## src/rtl/pll_lock_ctrl.sv

```systemverilog
// PLL lock acquisition controller.
// Holds the PLL in reset, waits for a debounced lock, and releases downstream
// logic once lock is stable. It retries on timeout, gives up after a bounded
// number of attempts, and restarts acquisition when lock is lost or on request.
// All outputs are registered. They are computed from the next state, so each
// output changes on the same edge as the state it belongs to.
module pll_lock_ctrl #(
    parameter int RST_CYCLES   = 8,
    parameter int LOCK_TIMEOUT = 256,
    parameter int LOCK_STABLE  = 16,
    parameter int MAX_RETRY    = 3
) (
    input  logic       clk,
    input  logic       reset,
    input  logic       pll_lock,
    input  logic       relock_req,
    output logic       pll_reset,
    output logic       sys_reset_n,
    output logic       ready,
    output logic       fail,
    output logic [3:0] retry_cnt,
    output logic [7:0] lost_cnt
);

    localparam int RW = $clog2(RST_CYCLES + 1);
    localparam int TW = $clog2(LOCK_TIMEOUT + 1);
    localparam int SW = $clog2(LOCK_STABLE + 1);

    localparam logic [RW-1:0] RST_LAST  = RW'(RST_CYCLES - 1);
    localparam logic [TW-1:0] TO_LAST   = TW'(LOCK_TIMEOUT - 1);
    localparam logic [SW-1:0] STB_LAST  = SW'(LOCK_STABLE - 1);
    localparam logic [3:0]    RETRY_MAX = 4'(MAX_RETRY);

    typedef enum logic [2:0] {
        PLL_RST   = 3'd0,
        WAIT_LOCK = 3'd1,
        DEBOUNCE  = 3'd2,
        RUN       = 3'd3,
        FAIL      = 3'd4
    } state_t;

    // Saturating increment for the lock-loss counter.
    function automatic logic [7:0] sat_inc8(input logic [7:0] v);
        logic [7:0] r;
        if (v == 8'hFF) begin
            r = v;
        end else begin
            r = v + 8'd1;
        end
        return r;
    endfunction

    state_t        state_r;
    state_t        state_nxt_s;
    logic          sync1_r;
    logic          lock_s;
    logic [RW-1:0] rst_cnt_r;
    logic [RW-1:0] rst_cnt_nxt_s;
    logic [TW-1:0] to_cnt_r;
    logic [TW-1:0] to_cnt_nxt_s;
    logic [SW-1:0] stb_cnt_r;
    logic [SW-1:0] stb_cnt_nxt_s;
    logic [3:0]    retry_nxt_s;
    logic [7:0]    lost_nxt_s;
    logic          to_fire_s;
    logic          pll_reset_nxt_s;
    logic          sys_reset_n_nxt_s;
    logic          ready_nxt_s;
    logic          fail_nxt_s;

    // Two-flop synchronizer bringing the asynchronous PLL lock into clk.
    always_ff @(posedge clk) begin
        if (reset) begin
            sync1_r <= 1'b0;
            lock_s  <= 1'b0;
        end else begin
            sync1_r <= pll_lock;
            lock_s  <= sync1_r;
        end
    end

    // State, counters and registered outputs.
    always_ff @(posedge clk) begin
        if (reset) begin
            state_r     <= PLL_RST;
            rst_cnt_r   <= {RW{1'b0}};
            to_cnt_r    <= {TW{1'b0}};
            stb_cnt_r   <= {SW{1'b0}};
            retry_cnt   <= 4'd0;
            lost_cnt    <= 8'd0;
            pll_reset   <= 1'b1;
            sys_reset_n <= 1'b0;
            ready       <= 1'b0;
            fail        <= 1'b0;
        end else begin
            state_r     <= state_nxt_s;
            rst_cnt_r   <= rst_cnt_nxt_s;
            to_cnt_r    <= to_cnt_nxt_s;
            stb_cnt_r   <= stb_cnt_nxt_s;
            retry_cnt   <= retry_nxt_s;
            lost_cnt    <= lost_nxt_s;
            pll_reset   <= pll_reset_nxt_s;
            sys_reset_n <= sys_reset_n_nxt_s;
            ready       <= ready_nxt_s;
            fail        <= fail_nxt_s;
        end
    end

    // Next-state, counter updates and output decode.
    always_comb begin
        state_nxt_s   = state_r;
        rst_cnt_nxt_s = rst_cnt_r;
        to_cnt_nxt_s  = to_cnt_r;
        stb_cnt_nxt_s = stb_cnt_r;
        retry_nxt_s   = retry_cnt;
        lost_nxt_s    = lost_cnt;
        to_fire_s     = 1'b0;

        if (relock_req) begin
            state_nxt_s   = PLL_RST;
            rst_cnt_nxt_s = {RW{1'b0}};
            retry_nxt_s   = 4'd0;
        end else begin
            case (state_r)
                PLL_RST: begin
                    if (rst_cnt_r == RST_LAST) begin
                        state_nxt_s   = WAIT_LOCK;
                        rst_cnt_nxt_s = {RW{1'b0}};
                        to_cnt_nxt_s  = {TW{1'b0}};
                    end else begin
                        rst_cnt_nxt_s = rst_cnt_r + RW'(1'b1);
                    end
                end
                WAIT_LOCK: begin
                    if (to_cnt_r == TO_LAST) begin
                        to_fire_s = 1'b1;
                    end else begin
                        to_cnt_nxt_s = to_cnt_r + TW'(1'b1);
                        if (lock_s) begin
                            state_nxt_s   = DEBOUNCE;
                            stb_cnt_nxt_s = {SW{1'b0}};
                        end else begin
                            state_nxt_s = WAIT_LOCK;
                        end
                    end
                end
                DEBOUNCE: begin
                    // A completed debounce beats a timeout on the same edge.
                    if (lock_s && (stb_cnt_r == STB_LAST)) begin
                        state_nxt_s = RUN;
                        retry_nxt_s = 4'd0;
                    end else if (to_cnt_r == TO_LAST) begin
                        to_fire_s = 1'b1;
                    end else begin
                        // The timeout keeps running across a bounce back to WAIT_LOCK.
                        to_cnt_nxt_s = to_cnt_r + TW'(1'b1);
                        if (lock_s) begin
                            stb_cnt_nxt_s = stb_cnt_r + SW'(1'b1);
                        end else begin
                            state_nxt_s = WAIT_LOCK;
                        end
                    end
                end
                RUN: begin
                    if (!lock_s) begin
                        state_nxt_s   = PLL_RST;
                        rst_cnt_nxt_s = {RW{1'b0}};
                        lost_nxt_s    = sat_inc8(lost_cnt);
                    end else begin
                        state_nxt_s = RUN;
                    end
                end
                FAIL: begin
                    state_nxt_s = FAIL;
                end
                default: begin
                    state_nxt_s   = PLL_RST;
                    rst_cnt_nxt_s = {RW{1'b0}};
                end
            endcase

            // Timeout: either give up or start another attempt.
            if (to_fire_s) begin
                if (retry_cnt == RETRY_MAX) begin
                    state_nxt_s = FAIL;
                end else begin
                    state_nxt_s   = PLL_RST;
                    rst_cnt_nxt_s = {RW{1'b0}};
                    retry_nxt_s   = retry_cnt + 4'd1;
                end
            end else begin
                retry_nxt_s = retry_nxt_s;
            end
        end

        pll_reset_nxt_s   = (state_nxt_s == PLL_RST) || (state_nxt_s == FAIL);
        sys_reset_n_nxt_s = (state_nxt_s == RUN);
        ready_nxt_s       = (state_nxt_s == RUN);
        fail_nxt_s        = (state_nxt_s == FAIL);
    end

endmodule

```

## config.mk

```make
export PLATFORM = sky130hd
export DESIGN_NAME = pll_lock_ctrl
export DESIGN_NICKNAME = d
export VERILOG_FILES = /design/src/rtl/pll_lock_ctrl.sv
export SDC_FILE = /design/constraint.sdc
export NUM_CORES = 1
export LEC_CHECK = 0
export ABC_AREA = 1
export CAP_MARGIN = 20
export CORE_ASPECT_RATIO = 0.9
export CORE_UTILIZATION = 50
export CTS_BUF_LIST = sky130_fd_sc_hd__clkbuf_8
export DETAILED_ROUTE_END_ITERATION = 10
export DONT_BUFFER_PORTS = 1
export GPL_ROUTABILITY_DRIVEN = 0
export HOLD_SLACK_MARGIN = 0.12
export SLEW_MARGIN = 0
export SYNTH_ARGS = -nofsm -noshare
export SYNTH_HDL_FRONTEND = slang
export SYNTH_SLANG_ARGS = --single-unit
```

## constraint.sdc

```tcl
create_clock -name clk -period 2.2 [get_ports clk]
set_input_delay 0.22 -clock clk [delete_from_list [all_inputs] [get_ports clk]]
set_output_delay 0.22 -clock clk [all_outputs]
set_load 0.02 [all_outputs]
```

* Yosys cells after proc, flatten, opt, wreduce, memory -nomap -nowiden
Cells that the tools add are included.
** Operators by class
- Equality and inequality tests :: 17
- Bitwise gates (word level) :: 3
- Muxes and demuxes :: 34
- $add $sub $neg :: 5
- Reduce and logical (&&, ||, !) cells :: 11
** Operator list (number)
- two-way mux 4 bit :: 8
- two-way mux 9 bit :: 3
- one-hot mux 9 bit (3 select lines) :: 1
- two-way mux 5 bit :: 5
- two-way mux 3 bit :: 8
- one-hot mux 3 bit (5 select lines) :: 1
- inequality test 2 bit (second input constant) :: 6
- one-hot mux 4 bit (3 select lines) :: 1
- one-hot mux 5 bit (2 select lines) :: 1
- adder 9 x 1 -> 9 bit (second input constant) :: 1
- equality test 3 x 2 -> 1 bit (second input constant) :: 3
- equality test 9 x 8 -> 1 bit (second input constant) :: 1
- adder 4 x 1 -> 4 bit (second input constant) :: 2
- adder 8 x 1 -> 8 bit (second input constant) :: 1
- equality test 8 bit (second input constant) :: 1
- AND reduction 4 bit :: 2
- AND reduction 7 bit :: 1
- equality test 3 bit (second input constant) :: 2
- logical NOT 3 bit :: 2
- adder 5 x 1 -> 5 bit (second input constant) :: 1
- equality test 5 x 4 -> 1 bit (second input constant) :: 1
- equality test 4 x 2 -> 1 bit (second input constant) :: 1
- equality test 4 x 3 -> 1 bit (second input constant) :: 1
- two-way mux 2 bit :: 2
- other kinds (10) :: 14
** Storage, ports and cells
- Register bits after elaboration :: 38
- Bits of input ports :: 4

* Depth between registers and ports, before layout
Gate-level depths: netlist of the first run.
- Word-level depth :: 9
- Mapped depth :: 14

* Worst setup path before layout of the first run
No wires, ideal clock.
- Path kind :: reg-to-reg
- Start :: register to_cnt_r[0]
- End :: register rst_cnt_r[3]
- Setup time :: 117 ps
- Cell stages (with the launch flop) :: 12
- Buffers on the path :: 0
- Setup slack :: 365 ps
- Arrival time :: 1718 ps
- Data required time :: 2083 ps
- Cells stage by stage :: dfxtp_1 ha_1 nand2_1 inv_1 nand2_1 nor3_1 ha_1 nand4_4 nor2_4 nand2_1 nand2_1 nor2_1
** On the way
- Word-level cells in the longest chain between the ends :: 6
** RTL lines
- start: declaration :: line 59 : logic [TW-1:0] to_cnt_r;
- start signal: assignment :: line 87 : to_cnt_r <= {TW{1'b0}};
- start signal: assignment :: line 98 : to_cnt_r <= to_cnt_nxt_s;
- equality test 9 x 8 -> 1 bit (*) :: line 135, 152
- two-way mux 1 bit (*) :: line 135, 152
- two-way mux 1 bit :: line 149 : if (lock_s && (stb_cnt_r == STB_LAST)) begin
- one-hot mux 1 bit (2 select lines) (*) :: line 124 : case (state_r)
- two-way mux 1 bit (*) :: line 119 : if (relock_req) begin
- two-way mux 4 bit (*) :: line 183 : if (to_fire_s) begin
- end signal: assignment :: line 86 : rst_cnt_r <= {RW{1'b0}};
- end signal: assignment :: line 97 : rst_cnt_r <= rst_cnt_nxt_s;
- end: declaration :: line 57 : logic [RW-1:0] rst_cnt_r;
Mark *: on every way between the ends. The rest lies on a longest branch, timed or not. The select of a mux whose other input is x is not followed.
A chain may end at the register's enable or synchronous reset.

* Worst setup path after layout of the first run
- Start :: register to_cnt_r[0]
- End :: register retry_cnt[1]
** On the way
- Word-level cells in the longest chain between the ends :: 6
** RTL lines
- equality test 9 x 8 -> 1 bit (*) :: line 135, 152
- two-way mux 1 bit (*) :: line 135, 152
- two-way mux 1 bit :: line 149
- one-hot mux 1 bit (2 select lines) (*) :: line 124
- two-way mux 1 bit (*) :: line 119
- two-way mux 4 bit (*) :: line 183
- end signal: assignment :: line 100 : retry_cnt <= retry_nxt_s;
- end: declaration :: line 21 : output logic [3:0] retry_cnt,
Marks and branches as above.

==> results.json, run 1 <==
{
  "outcome": "finished clean",
  "port_buffers": 0,
  "clockBufferDepth": 2,
  "worst-setup-path-type": "flip-flop to flip-flop",
  "critPathMaxStageDelay_ns": 0.37,
  "async_flop_share": 0,
  "final_cells": 364,
  "final_layout_size_suffix_gt1_frac": 0.113,
  "clk_latency_ns": 0.29,
  "path_cells": "ha_2 > nand2_1 > inv_1 > nand2_1 > nor3_2 > ha_2 > nand4_4 > nor2_4 > buf_4 > nand3b_1 > nand2_1 > nor2_1",
  "relSlewSlack": 0.419,
  "fin_crit_ns": 2.01,
  "num_vias": 1876,
  "final_nets": 329,
  "path_max_fanout": 7,
  "crit_top_cell": "nand2_1",
  "placed_area_sq_um": 2130,
  "drc_errors": 0,
  "final-hold-violation-count": 0,
  "synthFlopType": "dfxtp_1",
  "ys_seq_elements": 38,
  "slew_violations": 0,
  "critPathArrivalTime_ns": 2.20,
  "synthCells": 307,
  "synth_nets": 318,
  "clockRootBuffer": "clkbuf_8",
  "rsz0062_at_grt": "false",
  "start_util": 0.539,
  "grt_first_pass_wirelength_mm": 7.42,
  "cts_buffers": 5,
  "fp.dieH_um": 63.2,
  "tns_ns": 0,
  "nFillCells": 370,
  "power.density_nw_per_um2": 515,
  "avgViaCountPerCell": 5.15,
  "antennaDiodeCount": 0,
  "max_freq_mhz": 496,
  "skew_ns": 0.0101,
  "track_usage": 0.209,
  "ys_seq_area_frac": 0.365,
  "io-pin-count": 20,
  "hpwl_mm": 3.01,
  "finalCritPeriodShare": 0.916,
  "clock-sinks": 38,
  "grt_max_degree": 22,
  "timing.final.ws_setup_ns": 0.186,
  "syn_area_sq_um": 2080,
  "synth_top_area_frac": 0.365,
  "worst_pin_slew_ns": 0.868,
  "drtIter0Drc": 96,
  "overflow": 0,
  "tritoncts": "yes",
  "die_x_um": 70.0,
  "hold_class": "input port to flip-flop",
  "htreeDepth": 2,
  "synth.area.top_cells": "dfxtp_1 (37%), nand2_1 (15%), nor2_1 (8.5%)",
  "critical_path.slowest_cell": "dfxtp_4",
  "start_kind": "flip-flop",
  "final_cell_area_sq_um": 2290,
  "setup_viol": 0,
  "avgSynthCellArea_sq_um": 6.78,
  "place_worst_setup_slack_ns": 0.0377,
  "placed_cells": 351,
  "drt_pre_antenna_iters": 4,
  "endpoint_kind": "flip-flop",
  "drv_cap": 0,
  "clk_pin_slew_ns": 0.07,
  "wl_mm": 4.24,
  "synth_warnings": 0,
  "final_antenna_net_count": 0,
  "leakage_nw": 0.872,
  "design.die.area_sq_um": 4430,
  "synth_top_area_cell": "dfxtp_1",
  "critPathRequiredTime_ns": 2.38,
  "row_count": 21,
  "wl_per_cell_um": 11.7,
  "ir_worst_vdd_v": 0.000459,
  "syn2layout_area_growth_pct": 10.1,
  "synth_edf_count": 0,
  "synth_cell_types": 28,
  "antenna_found_initial": 0,
  "core_sq_um": 3860,
  "grt_pass1_vias": 1685
}
state kept, by name (all words and copies together) (netlist names), 3 cells and up:
register and flops:
lost_cnt 8, retry_cnt 4, rst_cnt_r 4, state_r 3, stb_cnt_r 5, to_cnt_r 9
stage by stage:
step | power, mW | hold WS, ns | utilization
4_1_cts | 1.19 | 0.131 | 0.581
5_1_grt | 1.23 | 0.156 | 0.593
3_3_place_gp | 0.732 | 0.293 | 0.552
3_5_place_dp | 0.732 | 0.295 | 0.552
2_1_floorplan | 0.732 | 0.327 | -
6_report | 1.18 | 0.151 | 0.593
placed cells by master, fill, tap and decap left out, types with 4 or more instances in the layout:
cell type / synthesis / routed
nand2_1: 84 / 82
nor2_1: 47 / 47
dfxtp_1: 38 / 36
inv_1: 31 / 32
a21oi_1: 26 / 25
nand3_1: 24 / 24
xor2_1: 6 / 6
o21ai_0: 5 / 5
ha_1: 7 / 5
clkbuf_8: 0 / 5
inv_2: 4 / 4
nand2_2: 2 / 4
nand3_2: 4 / 4
xnor2_1: 4 / 4
buf_4: 1 / 4
logic make-up after synthesis:
logic type                 Yosys count  share of synthesized area
buffers and inverters               38                     0.0703
xor gates and xnor gates            10                     0.0421
DFF                                 38                      0.365
adders and majority gates            7                     0.0421
and+or+nand+nor                    177                      0.385
AOI/OAI and AO/OA                   37                     0.0949
final timing paths:
path / startpoint / to / slack (ns) / cells past startpoint
max: to_cnt_r[0] / retry_cnt[1] / 0.19 / 12
min: reset / pll_reset / 0.15 / 2
min reg2reg: sync1_r / lock_s / 0.41 / 2
max reg2reg: to_cnt_r[0] / retry_cnt[1] / 0.19 / 12
cell usage after synthesis (2+ instances only):
| cell type | n |
|---|---|
| nand2_1 | 84 |
| nor2_1 | 47 |
| dfxtp_1 | 38 |
| inv_1 | 31 |
| a21oi_1 | 26 |
| nand3_1 | 24 |
| ha_1 | 7 |
| xor2_1 | 6 |
| o21ai_0 | 5 |
| inv_2 | 4 |
| nand3_2 | 4 |
| nor3_1 | 4 |
| xnor2_1 | 4 |
| a22oi_1 | 3 |
| nand3b_1 | 3 |
| clkbuf_1 | 2 |
| nand2_2 | 2 |
| nor2_4 | 2 |
| nor3_2 | 2 |
where the power goes:
| group | switching (mW) | total (mW) | leakage [nW] | internal, mW |
|---|---|---|---|---|
| logic | 0.0227 | 0.0344 | 0.523 | 0.0117 |
| registers | 0.00275 | 0.692 | 0.308 | 0.690 |
| clock network | 0.240 | 0.453 | 0.0414 | 0.213 |
| total | 0.266 | 1.18 | 0.872 | 0.914 |
routing by layer:
metal | part of all wire | track usage | vias to the layer above | routed length, um
met2 | 0.43 | 0.317 | 35 | 1820
met4 | 0.0054 | 0.0600 | 0 | 23
li1 | - | - | 999 | -
met5 | 0 | 0 | - | 0
met1 | 0.51 | 0.281 | 840 | 2190
met3 | 0.050 | 0.0720 | 2 | 212
cell type report:
type / instances / area, sq um / area share
flip-flops and latches: 38 / 766 / 0.334
multi-input cells: 231 / 1200 / 0.522
inverters: 35 / 131 / 0.0573
clock inverters: 2 / 11.3 / 0.00491
well taps: 46 / 57.6 / 0.0251
clock buffers: 5 / 68.8 / 0.0300
repair buffers: 7 / 60.1 / 0.0262
worst max-delay path, delay by kind of cell, from the launching register on:
kind / cells / cell delay (ns)
flops: 1 / 0.37
buf+inv: 2 / 0.23
fa+ha+maj: 2 / 0.45
simple gates: 8 / 0.88
what timing repair did:
| item | CTS | global route |
|---|---|---|
| setup buffers | 0 | 3 |
| setup endpoints to repair | 2 | 27 |
| pin swaps | 0 | 6 |
| hold endpoints to repair | 22 | 0 |
| hold buffers | 3 | 0 |
| gates resized for setup | 1 | 9 |
Power figures use the tool's default switching activity.
==> inputs of run 2 (changes only) <==
--- a/config.mk
+++ b/config.mk
@@ -8,12 +8,14 @@
 export ABC_AREA = 1
 export CAP_MARGIN = 20
 export CORE_ASPECT_RATIO = 0.9
-export CORE_UTILIZATION = 50
+export CORE_UTILIZATION = 52
 export CTS_BUF_LIST = sky130_fd_sc_hd__clkbuf_8
 export DETAILED_ROUTE_END_ITERATION = 10
 export DONT_BUFFER_PORTS = 1
 export GPL_ROUTABILITY_DRIVEN = 0
 export HOLD_SLACK_MARGIN = 0.12
+export PLACE_DENSITY = 0.67
+export RECOVER_POWER = 25
 export SLEW_MARGIN = 0
 export SYNTH_ARGS = -nofsm -noshare
 export SYNTH_HDL_FRONTEND = slang
==> run 2 against run 1 <==
  * Sequential power barely moved
  * Routed wire length fell by 0.49%
  * Via count fell by 1.4%
  * Final area fell by 0.38%
  * Combinational power fell by 2%
  * Total power rose by 3.2%
  * Non-clock buffer count did not move
  * Sequential cell count did not move
==> results.json, run 2 (synthesis gave the netlist of run 1 again) <==
{
  "num_vias": 1850,
  "leakage_nw": 0.881,
  "htreeDepth": 2,
  "drt_pre_antenna_iters": 4,
  "hold_depth": 2,
  "drv_cap": 0,
  "finalCritPeriodShare": 0.907,
  "internal_power_mw": 0.950,
  "slew_violations": 0,
  "relSlewSlack": 0.447,
  "clk_pin_slew_ns": 0.07,
  "cts_buffers": 5,
  "io-pin-count": 20,
  "drtIter0Drc": 147,
  "clockRootBuffer": "clkbuf_8",
  "critPathMaxStageDelay_ns": 0.37,
  "path_max_fanout": 7,
  "largest_reg_flops": 9,
  "final_cells": 365,
  "outcome": "finished clean",
  "final_nets": 329,
  "r2r_setup_slack_ns": 0.21,
  "reg2reg_from": "to_cnt_r[0]",
  "worst_pin_slew_ns": 0.827,
  "core_sq_um": 3780,
  "crit_top_cell": "nand2_1",
  "row_count": 21,
  "use_met1": 0.286,
  "grt.met3_usage": 0.0876,
  "die_x_um": 68.7,
  "worstHoldEndpoint": "pll_reset",
  "critPathRequiredTime_ns": 2.39,
  "grt_max_degree": 22,
  "final_cell_mix": "nand2_1 (83), nor2_1 (47), dfxtp_1 (37)",
  "critPathArrivalTime_ns": 2.18,
  "final_layout_size_suffix_gt1_frac": 0.0972,
  "regMostFlops": "to_cnt_r",
  "r2r_cells": 12,
  "critical_path.slowest_cell": "dfxtp_2",
  "placed_cells": 351,
  "avgViaCountPerCell": 5.07,
  "top_usage_layer": "met2",
  "worst-setup-path-type": "flip-flop to flip-flop",
  "clk_latency_ns": 0.29,
  "switching_power_mw": 0.267,
  "hold_class": "input port to flip-flop",
  "skew_ns": 0.00462,
  "setup_viol": 0,
  "grt_pass1_vias": 1603,
  "nFillCells": 388,
  "grt_use_met2": 0.345,
  "clkPwrFrac": 0.402,
  "final_antenna_net_count": 0,
  "tritoncts": "yes",
  "wl_mm": 4.22,
  "start_kind": "flip-flop",
  "final-hold-violation-count": 0,
  "path_cells": "ha_1 > nand2_1 > inv_1 > nand2_1 > nor3_2 > ha_2 > nand4_4 > nor2_4 > buf_4 > nand3b_1 > nand2_1 > nor2_1",
  "mostFrequentLayoutCell": "nand2_1",
  "antennaDiodeCount": 0,
  "power.density_nw_per_um2": 533,
  "p_comb_frac": 0.028,
  "antenna_found_initial": 0,
  "seq_area_sq_um": 762,
  "syn2layout_area_growth_pct": 9.68,
  "post-route-util": 0.604,
  "clock-sinks": 38,
  "overflow": 0,
  "port_buffers": 0,
  "hold_start": "reset",
  "design.die.area_sq_um": 4260,
  "fp.dieH_um": 62.0,
  "max_freq_mhz": 501,
  "track_usage": 0.221,
  "grt_first_pass_wirelength_mm": 6.91,
  "top_regs": "to_cnt_r x9, lost_cnt x8, stb_cnt_r x5",
  "fin_crit_ns": 1.99,
  "r2r-end": "retry_cnt[1]",
  "swShare": 0.219,
  "p_seq_frac": 0.570,
  "hpwl_mm": 2.92,
  "endpoint_kind": "flip-flop",
  "tns_ns": 0,
  "drc_errors": 0,
  "start_util": 0.550,
  "multi_input_comb_area_sq_um": 1180,
  "ir_worst_vdd_v": 0.000347,
  "clockBufferDepth": 2,
  "wl_per_cell_um": 11.6
}
[run 2: layer usage]
| metal | part of all wire | vias to the layer above |
|---|---|---|
| li1 | - | 1011 |
| met1 | 0.51 | 803 |
| met2 | 0.43 | 32 |
| met3 | 0.048 | 4 |
| met4 | 0.0099 | 0 |
| met5 | 0 | - |
[run 2: through the flow]
| stage | setup WS [ns] | power (mW) | hold slack, ns | cell area (sq um) |
|---|---|---|---|---|
| 2_1_floorplan | 0.365 | 0.732 | 0.327 | 2080 |
| 3_3_place_gp | 0.142 | 0.733 | 0.293 | 2130 |
| 3_5_place_dp | 0.0828 | 0.733 | 0.295 | 2130 |
| 4_1_cts | 0.0588 | 1.24 | 0.142 | 2250 |
| 5_1_grt | -0.00816 | 1.27 | 0.141 | 2280 |
| 6_report | 0.205 | 1.22 | 0.147 | 2280 |
[run 2: power by group through the flow]
stage	clock network (mW)	logic [mW]	registers [mW]
after global routing	0.541	0.0379	0.694
after floorplan	0	0.0229	0.709
after detailed placement	0	0.0230	0.710
after global placement	0	0.0228	0.710
final	0.490	0.0336	0.694
after CTS	0.512	0.0335	0.694
[run 2: layout make-up]
class,instances,area share
multi-input combinational,231,0.519
tap,46,0.0252
inverter,35,0.0575
clock buffer,6,0.0362
sequential,38,0.334
clock inverter,2,0.00384
timing repair buffer,7,0.0247
[run 2: critical path, delay by kind of cell (launching register included)]
family | cells | cell delay, ns
DFF | 1 | 0.37
and+or+nand+nor | 8 | 0.84
buffers and inverters | 2 | 0.23
adders and majority gates | 2 | 0.46
[run 2: repair_timing]
item | 4_1_cts | 5_1_grt
resized for setup | 0 | 4
hold endpoints to repair | 22 | 0
endpoints found under the setup margin | 0 | 27
hold buffers | 3 | 0
buffers inserted | 0 | 3
[run 2: how the worst max path moves through the flow]
stage / from / to / slack, ns / cells past startpoint
after floorplan: to_cnt_r[0] / rst_cnt_r[3] / 0.36 / 11
after global placement: to_cnt_r[0] / rst_cnt_r[2] / 0.14 / 11
after detailed placement: to_cnt_r[0] / rst_cnt_r[0] / 0.08 / 11
after CTS: to_cnt_r[0] / rst_cnt_r[0] / 0.06 / 11
after global routing: to_cnt_r[0] / fail / -0.008 / 11
final: to_cnt_r[0] / retry_cnt[1] / 0.21 / 12
==> variant, RTL diff (settings of run 1) <==
Make the reset (`reset`) asynchronous in 2 clocked blocks.
--- a/src/rtl/pll_lock_ctrl.sv
+++ b/src/rtl/pll_lock_ctrl.sv
@@ -69,7 +69,7 @@
     logic          fail_nxt_s;
 
     // Two-flop synchronizer bringing the asynchronous PLL lock into clk.
-    always_ff @(posedge clk) begin
+    always_ff @(posedge clk or posedge reset) begin
         if (reset) begin
             sync1_r <= 1'b0;
             lock_s  <= 1'b0;
@@ -80,7 +80,7 @@
     end
 
     // State, counters and registered outputs.
-    always_ff @(posedge clk) begin
+    always_ff @(posedge clk or posedge reset) begin
         if (reset) begin
             state_r     <= PLL_RST;
             rst_cnt_r   <= {RW{1'b0}};
Check against the original RTL: differs if reset is asserted again (counterexample within 10 cycles, from zero or initial values and one cycle with reset high); with reset held inactive, the same outputs for 10 cycles.
==> variant against run 1 <==
First-iteration DRC count down 16%; global-route usage down 1.4 points; synthesized area is 10% higher; power grew 16%; worst setup slack gained 0.0021 ns; clock skew about the same; sequential cell count unchanged; count of clock-buffer cells in the layout is the same; synthesized cell count decreased by 6.5%; combinational power is 65% higher; wire length shrank 3.0%; critical path depth rose by 1; cell area rose by 9.3%.
==> variant: results (changes against run 1) <==
<table>
<tr><th>Metric</th><th>Value</th></tr>
<tr><th colspan="2">Layout</th></tr>
<tr><td>Layout cells sized above 1</td><td>0.162 (was 0.113)</td></tr>
<tr><td>Final Net Count</td><td>307 (was 329)</td></tr>
<tr><td>Total of fill cells in the finished design</td><td>406 (was 370)</td></tr>
<tr><th colspan="2">Power</th></tr>
<tr><td>Leakage Power</td><td>1.21 nW (was 0.872 nW)</td></tr>
<tr><th colspan="2">Logic synthesis</th></tr>
<tr><td>Distinct cells, synth</td><td>31 (was 28)</td></tr>
<tr><td>Main area contributors after synthesis</td><td>sky130_fd_sc_hd__dfrtp_1, sky130_fd_sc_hd__nand2_1, sky130_fd_sc_hd__nor2_1 (was sky130_fd_sc_hd__dfxtp_1, sky130_fd_sc_hd__nand2_1, sky130_fd_sc_hd__nor2_1)</td></tr>
<tr><td>Xor/xnor cell area share of the yosys netlist</td><td>0.0535 (was 0.0421)</td></tr>
<tr><td>Commonest cells in the netlist</td><td>sky130_fd_sc_hd__nand2_1, sky130_fd_sc_hd__nor2_1, sky130_fd_sc_hd__dfrtp_1 (was sky130_fd_sc_hd__nand2_1, sky130_fd_sc_hd__nor2_1, sky130_fd_sc_hd__dfxtp_1)</td></tr>
<tr><th colspan="2">Status</th></tr>
<tr><td>Run status</td><td>complete, no violations (unchanged)</td></tr>
<tr><th colspan="2">Timing</th></tr>
<tr><td>Worst Skew</td><td>0.0105 ns (was 0.0101 ns)</td></tr>
<tr><th colspan="2">Route</th></tr>
<tr><td>Via count</td><td>1,725 (was 1,876)</td></tr>
<tr><td>Count of routing violations after the opening detailed-route iteration</td><td>81 (was 96)</td></tr>
<tr><th colspan="2">Global routing</th></tr>
<tr><td>Pin count of the biggest net entering global routing</td><td>23 (was 22)</td></tr>
<tr><td>Total global-route track usage</td><td>0.195 (was 0.209)</td></tr>
<tr><td>Number of global-route vias before repair</td><td>1,619 (was 1,685)</td></tr>
<tr><td>Wire length of the first global-routing pass</td><td>7220 um (was 7420 um)</td></tr>
<tr><th colspan="2">Worst hold path</th></tr>
<tr><td>Worst hold stages</td><td>3 (was 2)</td></tr>
<tr><th colspan="2">Placement</th></tr>
<tr><td>Placed wire-length estimate after detailed placement</td><td>2990 um (was 3010 um)</td></tr>
<tr><th colspan="2">Setup path</th></tr>
<tr><td>Register-to-Register Path Depth</td><td>13 (was 12)</td></tr>
<tr><td>Cell at the slowest stage of the critical path</td><td>sky130_fd_sc_hd__dfrtp_1 (was sky130_fd_sc_hd__dfxtp_4)</td></tr>
</table>
variant: cell types whose count changed in the layout (fill, tap and decap cells not counted), moves of 6 or more:
cell | run 1 | this run
sky130_fd_sc_hd__dfrtp_1 | 0 | 37
sky130_fd_sc_hd__inv_1 | 32 | 25
sky130_fd_sc_hd__dfxtp_1 | 36 | 0
sky130_fd_sc_hd__o21ai_2 | 1 | 9
sky130_fd_sc_hd__nor2_1 | 47 | 38
sky130_fd_sc_hd__a21oi_1 | 25 | 3
sky130_fd_sc_hd__nand2_1 | 82 | 88
variant: cell families after synthesis:
kind of cell | Yosys count
AO/OA/AOI/OAI | 18
XOR/XNOR | 14
adder cells (fa/ha/maj) | 7
buffers and inverters | 34
flip-flops | 38
AND/OR/NAND/NOR | 176
variant: stage by stage:
step / instances / setup slack, ns / hold WS (ns) / area (sq um)
3_3_place_gp: 344 / 0.181 / 0.251 / 2340
2_1_floorplan: 287 / 0.342 / 0.251 / 2290
5_1_grt: 357 / 0.0127 / 0.151 / 2510
4_1_cts: 355 / 0.117 / 0.147 / 2480
6_report: 357 / 0.188 / 0.162 / 2510
3_5_place_dp: 344 / 0.129 / 0.251 / 2340
variant: power breakdown:
part,switching (mW),leakage (nW),internal [mW]
clock network,0.259,0.0504,0.337
logic,0.0364,0.647,0.0204
registers,0.00747,0.515,0.705
total,0.303,1.21,1.06
variant: tightest hold or removal path, cell delays in order:
cell and delay (ns):
sky130_fd_sc_hd__inv_2 0.06, sky130_fd_sc_hd__nand4_1 0.09, sky130_fd_sc_hd__nand2_1 0.05
variant: worst paths after layout:
| check | startpoint | end | slack (ns) |
|---|---|---|---|
| worst max register to register | to_cnt_r[0] | rst_cnt_r[2] | 0.19 |
| worst min register to register | sync1_r | lock_s | 0.36 |
| min in group asynchronous | reset | ready | 0.47 |
| worst max-delay path | to_cnt_r[0] | rst_cnt_r[2] | 0.19 |
| worst min-delay path | relock_req | retry_cnt[2] | 0.16 |
| max in group asynchronous | reset | stb_cnt_r[1] | 1.17 |
variant: layout make-up:
type	count	share of cell area
Timing Repair Buffer	8	0.0320
Clock inverter	3	0.0180
Clock buffer	5	0.0275
Tap cell	60	0.0300
Sequential cell	38	0.380
Multi-Input combinational cell	215	0.470
Inverter	28	0.0429
variant: routing by layer:
layer  global-route usage  vias up  wire length (um)  part of all wire
li1                     -      917                 -                 -
met1                0.270      771              2140              0.52
met2                0.299       29              1770              0.43
met3               0.0473        8               151             0.037
met4               0.0649        0                57             0.014
met5                    0        -                 0                 0
variant: what timing repair did:
action                                  4_1_cts  5_1_grt
endpoints found under the hold margin        20        0
endpoints found under the setup margin        0       10
buffers inserted                              0        2
resized for setup                             0        3
hold buffers                                  3        0
